--- src/rtl/fetch_unit_if.sv ---
// Instruction-fetch bus between fetch_unit and its environment.
// Groups the instruction-memory handshake, the control-unit presentation
// signals and the redirect/stall/halt controls coming back from the datapath.
//   master : the fetch unit (drives imem request, instruction, pc, counters)
//   slave  : memory + datapath side (drives ack/rdata and the control inputs)
interface fetch_unit_if;
  logic        imem_req;
  logic [15:0] imem_addr;
  logic        imem_ack;
  logic [18:0] imem_rdata;
  logic [18:0] instruction;
  logic        instr_valid;
  logic [15:0] pc;
  logic        stall;
  logic        branch_taken;
  logic        jump;
  logic [15:0] target;
  logic        halt;
  logic [15:0] retired;
  logic        halted;

  modport master (
    output imem_req, imem_addr, instruction, instr_valid, pc, retired, halted,
    input  imem_ack, imem_rdata, stall, branch_taken, jump, target, halt
  );

  modport slave (
    input  imem_req, imem_addr, instruction, instr_valid, pc, retired, halted,
    output imem_ack, imem_rdata, stall, branch_taken, jump, target, halt
  );
endinterface

--- src/rtl/fetch_unit.sv ---
// Single-issue instruction fetch sequencer.
// Fetches one 19-bit instruction at a time from instruction memory, presents
// it with its pc for one or more EXEC cycles, then advances pc (sequentially or
// to a redirect target) and counts retired instructions. A halt request on
// completion parks the unit in HALT until reset.
// Ports:
//   clk   - rising-edge clock
//   reset - asynchronous, active-high reset
//   bus   - fetch_unit_if.master: imem_req/imem_addr/imem_ack/imem_rdata,
//           instruction/instr_valid/pc, stall/branch_taken/jump/target/halt,
//           retired/halted
module fetch_unit (
  input logic          clk,
  input logic          reset,
  fetch_unit_if.master bus
);

  localparam logic [1:0] StIdle  = 2'd0;
  localparam logic [1:0] StFetch = 2'd1;
  localparam logic [1:0] StExec  = 2'd2;
  localparam logic [1:0] StHalt  = 2'd3;

  logic [1:0]  state_q, state_d;
  logic [15:0] pc_q, pc_d;
  logic [15:0] retired_q, retired_d;
  logic [18:0] instr_q, instr_d;

  always_comb begin
    state_d   = state_q;
    pc_d      = pc_q;
    retired_d = retired_q;
    instr_d   = instr_q;
    case (state_q)
      StIdle: state_d = StFetch;
      StFetch: begin
        if (bus.imem_ack) begin
          instr_d = bus.imem_rdata;
          state_d = StExec;
        end
      end
      StExec: begin
        // A stalled instruction is frozen: redirect and halt are not looked at.
        if (!bus.stall) begin
          retired_d = retired_q + 16'd1;
          pc_d      = (bus.jump || bus.branch_taken) ? bus.target : pc_q + 16'd1;
          state_d   = bus.halt ? StHalt : StFetch;
        end
      end
      default: state_d = StHalt;
    endcase
  end

  always_ff @(posedge clk or posedge reset) begin
    if (reset) begin
      state_q   <= StIdle;
      pc_q      <= 16'h0000;
      retired_q <= 16'h0000;
      instr_q   <= 19'h00000;
    end else begin
      state_q   <= state_d;
      pc_q      <= pc_d;
      retired_q <= retired_d;
      instr_q   <= instr_d;
    end
  end

  // Outputs decode directly from registered state so they follow reset
  // asynchronously and never glitch on input activity.
  assign bus.imem_req    = (state_q == StFetch);
  assign bus.imem_addr   = pc_q;
  assign bus.instruction = instr_q;
  assign bus.instr_valid = (state_q == StExec);
  assign bus.pc          = pc_q;
  assign bus.retired     = retired_q;
  assign bus.halted      = (state_q == StHalt);

endmodule

--- src/flat_wrapper.sv ---
// flat-port wrapper written by rule: the top's interface ports become plain ports
module fetch_unit_flat 
  (clk, reset, bus_imem_req, bus_imem_addr, bus_instruction, bus_instr_valid, bus_pc, bus_retired, bus_halted, bus_imem_ack, bus_imem_rdata, bus_stall, bus_branch_taken, bus_jump, bus_target, bus_halt);
  fetch_unit_if bus_i ();
  input logic clk;
  input logic reset;
  output wire logic [$bits(bus_i.imem_req)-1:0] bus_imem_req;
  output wire logic [$bits(bus_i.imem_addr)-1:0] bus_imem_addr;
  output wire logic [$bits(bus_i.instruction)-1:0] bus_instruction;
  output wire logic [$bits(bus_i.instr_valid)-1:0] bus_instr_valid;
  output wire logic [$bits(bus_i.pc)-1:0] bus_pc;
  output wire logic [$bits(bus_i.retired)-1:0] bus_retired;
  output wire logic [$bits(bus_i.halted)-1:0] bus_halted;
  input wire logic [$bits(bus_i.imem_ack)-1:0] bus_imem_ack;
  input wire logic [$bits(bus_i.imem_rdata)-1:0] bus_imem_rdata;
  input wire logic [$bits(bus_i.stall)-1:0] bus_stall;
  input wire logic [$bits(bus_i.branch_taken)-1:0] bus_branch_taken;
  input wire logic [$bits(bus_i.jump)-1:0] bus_jump;
  input wire logic [$bits(bus_i.target)-1:0] bus_target;
  input wire logic [$bits(bus_i.halt)-1:0] bus_halt;
  assign bus_imem_req = bus_i.imem_req;
  assign bus_imem_addr = bus_i.imem_addr;
  assign bus_instruction = bus_i.instruction;
  assign bus_instr_valid = bus_i.instr_valid;
  assign bus_pc = bus_i.pc;
  assign bus_retired = bus_i.retired;
  assign bus_halted = bus_i.halted;
  assign bus_i.imem_ack = bus_imem_ack;
  assign bus_i.imem_rdata = bus_imem_rdata;
  assign bus_i.stall = bus_stall;
  assign bus_i.branch_taken = bus_branch_taken;
  assign bus_i.jump = bus_jump;
  assign bus_i.target = bus_target;
  assign bus_i.halt = bus_halt;
  fetch_unit u_core (.clk(clk), .reset(reset), .bus(bus_i));
endmodule
--- config.mk ---
export PLATFORM = sky130hd
export DESIGN_NAME = fetch_unit_flat
export DESIGN_NICKNAME = d
export VERILOG_FILES = /design/src/rtl/fetch_unit_if.sv /design/src/rtl/fetch_unit.sv /design/src/flat_wrapper.sv
export SDC_FILE = /design/constraint.sdc
export NUM_CORES = 1
export LEC_CHECK = 0
export CAP_MARGIN = 0
export CORE_ASPECT_RATIO = 0.9
export CORE_MARGIN = 2
export CORE_UTILIZATION = 56
export CTS_CLUSTER_SIZE = 40
export DETAILED_ROUTE_END_ITERATION = 8
export DONT_BUFFER_PORTS = 1
export PLACE_DENSITY = 0.84
export SYNTH_ARGS = -nofsm -noshare
export SYNTH_HDL_FRONTEND = slang
export SYNTH_SLANG_ARGS = --single-unit
--- constraint.sdc ---
create_clock -name clk -period 1.7 [get_ports clk]
set_clock_uncertainty 0.2 [all_clocks]
set_input_delay 0.34 -clock clk [delete_from_list [all_inputs] [get_ports clk]]
set_output_delay 0.34 -clock clk [all_outputs]
set_load 0.02 [all_outputs]
* Word-level counts from Yosys, hierarchy flattened
Cells that the tools add are included.
** Word-level totals
- Logic and storage cells :: 22
- Bits in registers :: 53
** Operators by class
- $add $sub $neg :: 2
- Reduce and logical (&&, ||, !) cells :: 5
- Eq/ne operators :: 5
- Bitwise logic cells :: 1
- Muxes and demuxes :: 5
** Operators with widths (number)
- adder 16 x 1 -> 16 bit (second input constant) :: 2
- two-way mux 16 bit :: 1
- two-way mux 2 bit :: 3
- one-hot mux 2 bit (3 select lines) :: 1
- AND reduction 2 bit :: 3
- == test 2 bit (second input constant) :: 2
- == test 2 x 1 -> 1 bit (second input constant) :: 1
- logical NOT 2 bit :: 1
- inequality test 2 x 1 -> 1 bit (second input constant) :: 1
- inequality test 2 bit (second input constant) :: 1
- logical OR 1 bit :: 1
- NOT 1 bit :: 1

* Longest topological paths before layout
- Word-level depth :: 3
- Mapped depth :: 6

* Worst setup path before layout
No wires, ideal clock.
- Path kind :: reg2reg
- Start :: register u_core.state_q[0]
- End :: register u_core.pc_q[2], in the netlist u_core.bus.imem_addr[2]
- Stages on the path, launching flop included :: 7
- Setup slack :: -0.080 ns
- Clock period less this slack :: 1.780 ns
- Arrival time :: 1.502 ns
- Setup time :: 0.077 ns
- Data required time :: 1.423 ns
- Path through :: dfrtp_1 > nor2b_1 > nor2b_1 > buf_2 > buf_2 > a21oi_1 > a21oi_1
** On the way
- Cells in the longest elaborated chain, start to end :: 2
** RTL lines
- start, declared :: line fetch_unit.sv:23 : logic [1:0] state_q, state_d;
- start signal, assigned :: line fetch_unit.sv:55 : state_q <= StIdle;
- start signal, assigned :: line fetch_unit.sv:60 : state_q <= state_d;
- == test 2 bit
- via bus_instr_valid :: line flat_wrapper.sv:10 : output wire logic [$bits(bus_i.instr_valid)-1:0] bus_instr_valid;
- AND reduction 2 bit (no line)
- end signal, assigned :: line fetch_unit.sv:61 : pc_q <= pc_d;
- end, declared :: line fetch_unit.sv:24 : logic [15:0] pc_q, pc_d;
The timed path passes the listed nets, and every way through them passes these cells.
A chain may end at the register's enable or synchronous reset.

* Worst setup path after layout
- Start :: register u_core.retired_q[0], in the netlist u_core.bus.retired[0]
- End :: register u_core.retired_q[12], in the netlist u_core.bus.retired[12]
** On the way
- Cells in the longest elaborated chain, start to end :: 1
** RTL lines
- start, declared :: line fetch_unit.sv:25 : logic [15:0] retired_q, retired_d;
- start signal, assigned :: line fetch_unit.sv:62 : retired_q <= retired_d;
- adder 16 x 1 -> 16 bit :: line fetch_unit.sv:44 : retired_d = retired_q + 16'd1;
No other way between the ends.

==> flow_summary.ini <==
[clocking]
cts_tree = built
clkLatencyLatePin_ns = 0.31
htreeDepth = 2
path_clk_slew_ns = 0.09
cts_made_buffers = 5
cts_num_sinks = 53
clock_path_buffers = 2
cts_root_buf = clkbuf_8

[worst_setup_path]
reg2regPathDepth = 5
crit_chain = ha_1, nand3_1, nor3_4, nand4_1, xnor2_1
path_max_fanout = 4
start_kind = flip-flop
critical-path-slowest-cell = dfrtp_2
cp.arrival_ns = 1.70
crit_path_max_incr_delay_ns = 0.41
required_ns = 1.70
critPathKind = reg2reg
worstSetupEndpointType = flip-flop

[drt]
drc = 0
viasPerCell = 5.74
via_count = 2095
wire_per_inst_um = 18.1
totalWireLength_um = 6600
dr.pass1.iters = 4
drtAntennaViolNets = 0
drt-initial-drc-count = 180

[status]
violations = negative hold slack, negative setup slack
status = finished, violations left

[global_route]
grt_max_degree = 28
top_usage_layer = met2
grtUsageTotal_pct = 24.5
antenna_found_initial = 0
overflow = 0
met2_usage_pct = 40.9
grt_pass1_vias = 1985
use_met1_pct = 29.7
grt_pass1_wl_um = 9450
grtUsageMet3_pct = 7.51

[timing]
hold_viol = 1
rsz0062_at_grt = true
finalSetupTns_ns = -0.00525
finalSetupViolCount = 1
worstMarginPinSlew_ns = 0.425
finalCritPeriodShare_pct = 100
max_slew_margin_pct = 71.6
min_period_ns = 1.71
fmax_mhz = 586
slew_violations = 0
timing.hold.ws_ns = -0.00394
setup_ws_ns = -0.00525

[power_and_ir_drop]
p_seq_share_pct = 46.4
p_leak_nw = 1.47
p_sw_mw = 1.99
sw_frac_of_total_pct = 41.8
p_int_mw = 2.78
vdd_drop_max_mv = 0.973
p_clk_share_pct = 18.5
p_per_area_nw_per_um2 = 1440
combPwrFrac_pct = 35.2

[finish]
multi_input_area_um2 = 1130
finalNonFillerCells = 365
area_growth_pct = 28.1
seq_area_um2 = 1330
finalNetCount = 346
n_antenna_cell = 0
drive_above_1_share_pct = 31.4
nFillCells = 329

[synthesis]
synthCells = 251
netlist_top_cells_area = dfrtp_1 51%, mux2_2 8.3%, a21oi_1 5.2%
syn_area_per_cell_um2 = 10.3
synthTopCellsByCount = 53 x dfrtp_1, 27 x a21oi_1, 20 x nand2_1
seq_area_frac_synth_pct = 51.4
syn-num-nets = 295
synth.largest_area_cell = dfrtp_1
synth-main-ff-cell = dfrtp_1
synth_edf_count = 0
yosysWarnings = 0
syn_area_um2 = 2580
synth-seq-cells = 53
async_flop_share_pct = 100
synth_cell_types = 33
synth_top_area_share_pct = 51.4
yosysMostFrequentCell = dfrtp_1

[die]
io_pins = 112
fp.coreArea_um2 = 4430
rows = 23
dieArea_um2 = 5170
die_y_um = 68.4
initial_core_util_pct = 58.2
die_x_um = 75.5

[hold_path]
holdPathStages = 2
hp-class = in2reg

[job]
max_cap_viol_count = 0

[placement]
io_buffer_count = 0
hpwl_um = 4250
place_inst = 330
gp_congestion = 0.793
-- per-stage QoR --
stage	hold WS, ns	power (mW)	area (µm²)	utilization [%]	worst slack (ns)
global route	0.0134	4.99	3300	74.6	-0.0684
global placement	0.0251	3.71	2850	64.4	0.0519
CTS	0.00264	4.68	3230	73.0	0.00290
floorplan	0.201	3.44	2590	-	0.00151
detailed placement	0.0289	3.77	2850	64.4	-0.0191
finish	-0.00394	4.77	3300	74.6	-0.00525
-- path summary, 6_finish.rpt --
kind	start	endpoint	slack, ns
max	u_core.bus.retired[0]	u_core.bus.retired[12]	-0.005
min	bus_target[1]	u_core.bus.imem_addr[1]	-0.004
max reg2reg	u_core.bus.retired[0]	u_core.bus.retired[12]	-0.005
min reg2reg	u_core.bus.retired[3]	u_core.bus.retired[3]	0.37
max in group asynchronous	reset	u_core.bus.instruction[8]	0.45
min in group asynchronous	reset	u_core.bus.instruction[11]	0.33
-- worst max-delay path: cells and delay by family, from the launching register on --
| kind | cells | cell delay [ns] |
|---|---|---|
| flip-flops | 1 | 0.41 |
| adder cells (fa/ha/maj) | 1 | 0.19 |
| XOR/XNOR | 1 | 0.15 |
| AND/OR/NAND/NOR | 3 | 0.64 |
-- layer usage --
layer,wire (µm),up-vias,part of all wire [%]
met5,0,-,0
li1,-,970,-
met1,2620,1033,40
met4,156,0,2.4
met3,450,15,6.8
met2,3380,77,51
-- sequential cells by signal, summed over array words and instances, names as in the netlist --
| register | count |
|---|---|
| u_core.bus.instruction | 19 |
| u_core.bus.imem_addr | 16 |
| u_core.bus.retired | 16 |
| u_core.state_q | 2 |
-- placed cells by master, fill, tap and decap left out, drive strengths merged, types with 7 or more instances in the layout --
cell type    instances
dlygate4sd3         25
clkbuf               7
nand2               20
xnor2                9
dfrtp               53
a21oi               27
nor2                15
mux2                19
nand4                8
buf                 46
nand3               14
o21ai               14
-- area by class of cell --
class                   instances  share of cell area [%]
clock buffers                   7                    2.61
clock inverters                 1                   0.909
inverters                       3                   0.454
multi-input cells             168                    34.3
flip-flops and latches         53                    40.3
well taps                      62                    2.35
repair buffers                 71                    19.1
-- power groups by stage --
stage                     clock (mW)  sequential (mW)  combinational, mW
final                          0.880             2.21               1.68
after global routing           0.932             2.25               1.80
after CTS                      0.884             2.19               1.61
after detailed placement           0             2.21               1.56
after global placement             0             2.18               1.53
after floorplan                    0             2.49              0.947
-- kinds of logic (layout without fill, tap and decap cells) --
family,Yosys count,after routing,share of synthesized area (%)
fa+ha+maj,2,2,0.970
xor+xnor,15,15,5.09
simple gates,79,79,16.0
flops,53,53,51.4
buf+inv,30,82,7.08
mux,19,19,8.29
compound gates,53,53,11.2
-- timing repair --
item	CTS	global route
buffers inserted	0	2
pin swaps	1	3
hold buffers	25	0
gates cloned	0	0
hold endpoints to repair	50	0
setup endpoints to repair	5	19
gates resized for setup	3	17
Power figures use the tool's default switching activity.
